$ cat src/rtl/cmul_pkg.sv
// Shared constants and the round-robin grant function for the complex-multiply arbiter.
// Fixed-point format is Q1.14 in a 16-bit word, so CMUL_ONE is 0x4000.
package cmul_pkg;

    localparam int          CMUL_WIDTH  = 16;
    localparam int          CMUL_FRAC   = 14;
    localparam int          CMUL_ONE    = 1 << CMUL_FRAC;
    localparam int unsigned CMUL_MAXREQ = 8;
    localparam int          CMUL_PTR_W  = 3;

    // Grants the first set valid bit at or after ptr+1, wrapping at nreq.
    function automatic logic [CMUL_MAXREQ-1:0] rr_pick(
        input logic [CMUL_MAXREQ-1:0] valid,
        input logic [CMUL_PTR_W-1:0]  ptr,
        input int unsigned            nreq
    );
        logic [CMUL_MAXREQ-1:0] grant;
        logic                   found;
        logic [CMUL_PTR_W-1:0]  idx;
        grant = '0;
        found = 1'b0;
        for (int unsigned k = 1; k <= CMUL_MAXREQ; k++) begin
            idx = CMUL_PTR_W'((32'(ptr) + k) % nreq);
            if (k <= nreq && !found && valid[idx]) begin
                grant[idx] = 1'b1;
                found      = 1'b1;
            end
        end
        return grant;
    endfunction

endpackage

$ cat src/rtl/Multiply.sv
// Combinational complex multiply built from four qmult products.
// The final add and subtract wrap modulo 2^WIDTH.
module Multiply #(
    parameter int WIDTH = 16,
    parameter int FRAC  = 14
) (
    input  logic signed [WIDTH-1:0] i_a_re,
    input  logic signed [WIDTH-1:0] i_a_im,
    input  logic signed [WIDTH-1:0] i_b_re,
    input  logic signed [WIDTH-1:0] i_b_im,
    output logic signed [WIDTH-1:0] o_re,
    output logic signed [WIDTH-1:0] o_im
);

    logic signed [WIDTH-1:0] w_rr, w_ii, w_ri, w_ir;

    qmult #(.WIDTH(WIDTH), .FRAC(FRAC)) u_rr (.i_a(i_a_re), .i_b(i_b_re), .o_y(w_rr));
    qmult #(.WIDTH(WIDTH), .FRAC(FRAC)) u_ii (.i_a(i_a_im), .i_b(i_b_im), .o_y(w_ii));
    qmult #(.WIDTH(WIDTH), .FRAC(FRAC)) u_ri (.i_a(i_a_re), .i_b(i_b_im), .o_y(w_ri));
    qmult #(.WIDTH(WIDTH), .FRAC(FRAC)) u_ir (.i_a(i_a_im), .i_b(i_b_re), .o_y(w_ir));

    assign o_re = w_rr - w_ii;
    assign o_im = w_ri + w_ir;

endmodule

$ cat src/rtl/qmult.sv
// Signed fixed-point multiply: full-precision product, arithmetic shift right by FRAC,
// truncated to WIDTH bits (floor toward minus infinity, upper bits discarded).
module qmult #(
    parameter int WIDTH = 16,
    parameter int FRAC  = 14
) (
    input  logic signed [WIDTH-1:0] i_a,
    input  logic signed [WIDTH-1:0] i_b,
    output logic signed [WIDTH-1:0] o_y
);

    function automatic logic signed [WIDTH-1:0] mul_trunc(
        input logic signed [WIDTH-1:0] x,
        input logic signed [WIDTH-1:0] y
    );
        return WIDTH'(((2*WIDTH)'(x) * (2*WIDTH)'(y)) >>> FRAC);
    endfunction

    assign o_y = mul_trunc(i_a, i_b);

endmodule

$ cat src/rtl/cmul_share_arbiter.sv
// Round-robin shares one complex multiplier among NREQ requesters through a
// two-stage pipeline (operand register, result register); results carry the requester id.
module cmul_share_arbiter
    import cmul_pkg::*;
#(
    parameter int WIDTH = CMUL_WIDTH,
    parameter int NREQ  = 4,
    parameter int IDW   = $clog2(NREQ)
) (
    input  logic                    clk,
    input  logic                    rst_n,
    input  logic [NREQ-1:0]         req_valid,
    output logic [NREQ-1:0]         req_ready,
    input  logic [NREQ*WIDTH-1:0]   req_a_re,
    input  logic [NREQ*WIDTH-1:0]   req_a_im,
    input  logic [NREQ*WIDTH-1:0]   req_b_re,
    input  logic [NREQ*WIDTH-1:0]   req_b_im,
    output logic                    res_valid,
    input  logic                    res_ready,
    output logic [IDW-1:0]          res_id,
    output logic signed [WIDTH-1:0] res_re,
    output logic signed [WIDTH-1:0] res_im
);

    logic [CMUL_MAXREQ-1:0]  w_pick;
    logic [NREQ-1:0]         w_grant;
    logic                    w_any, w_accept, w_s1_free, w_s2_free;
    logic [IDW-1:0]          w_gidx;
    logic signed [WIDTH-1:0] w_sel_a_re, w_sel_a_im, w_sel_b_re, w_sel_b_im;
    logic signed [WIDTH-1:0] w_mul_re, w_mul_im;

    logic [IDW-1:0]          r_rr_ptr;
    logic                    r_vld_p1, r_vld_p2;
    logic [IDW-1:0]          r_id_p1, r_id_p2;
    logic signed [WIDTH-1:0] r_a_re_p1, r_a_im_p1, r_b_re_p1, r_b_im_p1;
    logic signed [WIDTH-1:0] r_re_p2, r_im_p2;

    assign w_s2_free = !r_vld_p2 || res_ready;
    assign w_s1_free = !r_vld_p1 || w_s2_free;

    assign w_pick    = rr_pick(CMUL_MAXREQ'(req_valid), CMUL_PTR_W'(r_rr_ptr), NREQ);
    assign w_grant   = w_pick[NREQ-1:0];
    assign w_any     = |w_pick;
    assign w_accept  = w_any && w_s1_free;
    assign req_ready = w_grant & {NREQ{w_s1_free}};

    always_comb begin
        w_gidx     = '0;
        w_sel_a_re = '0;
        w_sel_a_im = '0;
        w_sel_b_re = '0;
        w_sel_b_im = '0;
        for (int i = 0; i < NREQ; i++) begin
            if (w_grant[i]) begin
                w_gidx     = IDW'(i);
                w_sel_a_re = req_a_re[i*WIDTH +: WIDTH];
                w_sel_a_im = req_a_im[i*WIDTH +: WIDTH];
                w_sel_b_re = req_b_re[i*WIDTH +: WIDTH];
                w_sel_b_im = req_b_im[i*WIDTH +: WIDTH];
            end
        end
    end

    // Stage 1: granted operands and id
    always_ff @(posedge clk) begin
        if (w_accept) begin
            r_a_re_p1 <= w_sel_a_re;
            r_a_im_p1 <= w_sel_a_im;
            r_b_re_p1 <= w_sel_b_re;
            r_b_im_p1 <= w_sel_b_im;
            r_id_p1   <= w_gidx;
        end
    end

    Multiply #(.WIDTH(WIDTH), .FRAC(CMUL_FRAC)) u_mult (
        .i_a_re (r_a_re_p1),
        .i_a_im (r_a_im_p1),
        .i_b_re (r_b_re_p1),
        .i_b_im (r_b_im_p1),
        .o_re   (w_mul_re),
        .o_im   (w_mul_im)
    );

    // Stage 2: multiply result; S2 holds while the consumer stalls
    always_ff @(posedge clk or negedge rst_n) begin
        if (!rst_n) begin
            r_rr_ptr <= IDW'(NREQ - 1);
            r_vld_p1 <= 1'b0;
            r_vld_p2 <= 1'b0;
            r_id_p2  <= '0;
            r_re_p2  <= '0;
            r_im_p2  <= '0;
        end else begin
            if (w_accept) begin
                r_rr_ptr <= w_gidx;
            end
            if (w_s1_free) begin
                r_vld_p1 <= w_accept;
            end
            if (w_s2_free) begin
                r_vld_p2 <= r_vld_p1;
                if (r_vld_p1) begin
                    r_id_p2 <= r_id_p1;
                    r_re_p2 <= w_mul_re;
                    r_im_p2 <= w_mul_im;
                end
            end
        end
    end

    assign res_valid = r_vld_p2;
    assign res_id    = r_id_p2;
    assign res_re    = r_re_p2;
    assign res_im    = r_im_p2;

endmodule

$ cat config.mk
export PLATFORM = sky130hd
export DESIGN_NAME = cmul_share_arbiter
export DESIGN_NICKNAME = d
export VERILOG_FILES = /design/src/rtl/cmul_pkg.sv /design/src/rtl/Multiply.sv /design/src/rtl/qmult.sv /design/src/rtl/cmul_share_arbiter.sv
export SDC_FILE = /design/constraint.sdc
export NUM_CORES = 2
export LEC_CHECK = 0
export ABC_AREA = 1
export CORE_MARGIN = 3
export CORE_UTILIZATION = 65
export DETAILED_ROUTE_END_ITERATION = 6
export DONT_BUFFER_PORTS = 1
export PLACE_DENSITY = 0.9
export RECOVER_POWER = 25
export SLEW_MARGIN = 15
export SYNTH_ARGS = -nofsm -noshare
export SYNTH_HDL_FRONTEND = slang
export SYNTH_SLANG_ARGS = --single-unit
$ cat constraint.sdc
create_clock -name clk -period 7.92 [get_ports clk]
set_input_delay 0.396 -clock clk [delete_from_list [all_inputs] [get_ports clk]]
set_output_delay 0.396 -clock clk [all_outputs]
set_load 0.01 [all_outputs]
==> qor.yml <==
timing.final.crit_share: 0.967
ys_ff_latch: 104
detail_route.drc_violations: 24
floorplan.die.height_um: 271
crit_end: "res_re[15]$_DFFE_PN0P_"
worstSetupEndpointType: "register"
clock-sinks: 104
ports: 302
yosys_most_used_dff: "sky130_fd_sc_hd__edfxtp_1"
crit_startpoint: "r_b_re_p1[10]$_DFFE_PP_"
grt.busiest_layer: "met2"
critical_path.top_delay_family: "adder cells"
ant_nets: 0
postSynthCellCount: 5942
crit-reg2reg-capture: "res_re[15]$_DFFE_PN0P_"
placeableCoreArea_um2: 69100
syn-num-nets: 7536
worstHoldStart: "req_b_im[56]"
critical_path_buf_inv_count: 6
grt_use_total: 0.379
postSynth.asyncResetShare: 0.365
yosys.area.top_type: "sky130_fd_sc_hd__fa_1"
synth_seq_area_share: 0.0644
yosysMostFrequentCell: "sky130_fd_sc_hd__inv_1"
cap_viol_max_count: 1
hold_ws_ps: 189
tritoncts_clock_tree: "built"
routed-via-count: 38800
gp_congestion: 1.01
r2r_setup_slack_ps: 260
worst_clock_skew_ps: 13.9
grt_max_degree: 67
ys_types: 47
ff2ff_path_depth: 33
post_drt_wl_per_cell_um: 19.8
num_rows: 96
drt-pass1-iter-count: 7
critical_path.most_common_cell: "sky130_fd_sc_hd__nand2_1"
drive_above_1_share: 0.0413
crit_type: "reg2reg"
cts_inserted_buffers: 9
headroom_to_the_max_slew_limit: -0.840
worstReg2RegStart: "r_b_re_p1[10]$_DFFE_PP_"
result_of_the_run: "complete, but fails checks"
worstHoldPathType: "in2reg"
syn_to_final_growth_pct: 5.53
die_area_um2: 73300
finalSetupViolCount: 0
antenna_found_initial: 4
htreeDepth: 3
avgSynthCellArea_um2: 7.67
timing_max_transition_violations_final: 39
grt_pass1_wl_um: 217000
layout_filler_cell_count: 4996
grt_use_met1: 0.433
globalRoute.totalOverflow: 0
cts.path.max_buffers: 2
worst_skew_pair.late_latency_ps: 410
yosys_warnings: 0
tightest_slew_ps: 2760
syn_area_um2: 45600
met3_usage_in_global_routing: 0.102
critical-path-max-stage-delay_ps: 960
worst_path_required_time_ps: 8220
port-buffer-count: 0
first_iter_violations: 4123
detailed_place_hpwl_um: 107000
critical_path_arrival_ps: 7950
wirelength_um: 135000
via_count_of_the_first_global_routing_pass: 42200
met2_usage: 0.613
leading_post_synthesis_cells_by_instance_count: "sky130_fd_sc_hd__inv_1 (1,726), sky130_fd_sc_hd__nand2_1 (1,723), sky130_fd_sc_hd__fa_1 (990)"
avg_vias_per_cell: 5.67
achievable-frequency_ghz: 0.131
clock_tree.root_cell: "sky130_fd_sc_hd__clkbuf_16"
critical_path_s_slowest_cell: "sky130_fd_sc_hd__edfxtp_1"
floorplan.initialDensity: 0.660
synth_edf_count: 66
chipWidth_um: 271
cts.reportedPaths.clkPinSlew_ps: 80
failing_checks: "DRC, capacitance limit, slew limit"
top_post_synthesis_cells_by_area: "sky130_fd_sc_hd__fa_1 (44%), sky130_fd_sc_hd__inv_1 (14%), sky130_fd_sc_hd__nand2_1 (14%)"
hold_viol_final: 0
worst-path-stages: 33
final_nets: 7491
yosys.area.top_type_share: 0.435
worstPathMaxFanout: 16
crit_path_start_kind: "register"
fin_crit_ps: 7660
[final cells by class]
cell class                 instances  area, µm²  share of cell area
multi-input combinational       3868      35200               0.732
inverter                        1731       6500               0.135
sequential                       104       2940              0.0611
timing repair buffer             183       1950              0.0405
tap                              931       1160              0.0242
clock buffer                      11        264             0.00549
clock inverter                     5       46.3            0.000963
antenna                            4       10.0            0.000208
[metrics by stage]
stage               setup TNS, ps  instance area, µm²  utilization  setup WS, ps  instances
floorplan                       0               45600            -           609       5942
CTS                             0               47700        0.690          23.3       6803
detailed placement              0               47300        0.685          26.9       6785
global placement                0               47300        0.685           213       6785
global route                 -142               48100        0.696         -64.2       6836
finish                          0               48100        0.696           263       6837
[layout by cell type (no fill, tap or decap), types with 64 or more instances in the layout]
master,synthesis,routed
sky130_fd_sc_hd__inv_1,1726,1724
sky130_fd_sc_hd__nand2_1,1723,1722
sky130_fd_sc_hd__fa_1,990,984
sky130_fd_sc_hd__ha_1,341,341
sky130_fd_sc_hd__nand3_1,211,211
sky130_fd_sc_hd__nor2_1,150,148
sky130_fd_sc_hd__buf_4,2,133
sky130_fd_sc_hd__a21oi_1,127,124
sky130_fd_sc_hd__o21ai_0,81,73
sky130_fd_sc_hd__edfxtp_1,66,66
sky130_fd_sc_hd__xor2_1,65,64
[layer usage]
layer | routed length, µm | part of all wire
met3 | 16500 | 0.12
met4 | 12800 | 0.095
met2 | 62000 | 0.46
met5 | 0 | 0
met1 | 44000 | 0.33
[registers in the layout (all words and copies together), names as in the netlist]
| register | flops |
|---|---|
| r_a_im_p1 | 16 |
| r_a_re_p1 | 16 |
| r_b_im_p1 | 16 |
| r_b_re_p1 | 16 |
| res_im | 16 |
| res_re | 16 |
| r_id_p1 | 2 |
| r_rr_ptr | 2 |
| res_id | 2 |
| r_vld_p1 | 1 |
| res_valid | 1 |
[how the worst min path moves through the flow]
stage                                  end  slack [ps]  cells past startpoint
floorplan             r_vld_p1$_DFFE_PN0P_         100                      0
CTS                 r_b_im_p1[8]$_DFFE_PP_         180                      2
global route        r_b_im_p1[6]$_DFFE_PP_         190                      2
global placement     res_re[1]$_DFFE_PN0P_         100                      0
finish              r_b_im_p1[8]$_DFFE_PP_         190                      2
detailed placement   res_re[4]$_DFFE_PN0P_         100                      0
[cells by family (layout without fill, tap and decap cells)]
kind of cell | Yosys count | in the layout | share of synthesized area
simple gates | 2144 | 2144 | 0.186
buf+inv | 1970 | 1930 | 0.165
fa+ha+maj | 1331 | 1331 | 0.529
compound gates | 282 | 282 | 0.0349
xor+xnor | 111 | 111 | 0.0213
flops | 104 | 104 | 0.0644
other cells | 0 | 4 | 0
[timing repair]
| item | 4_1_cts | 5_1_grt |
|---|---|---|
| hold buffers | 2 | 0 |
| setup buffers | 0 | 29 |
| endpoints found under the setup margin | 0 | 16 |
| resized for setup | 0 | 35 |
| endpoints found under the hold margin | 38 | 0 |
Power is not shown: default switching activity piles up to over one toggle a cycle in this logic, so the estimate is an artifact.
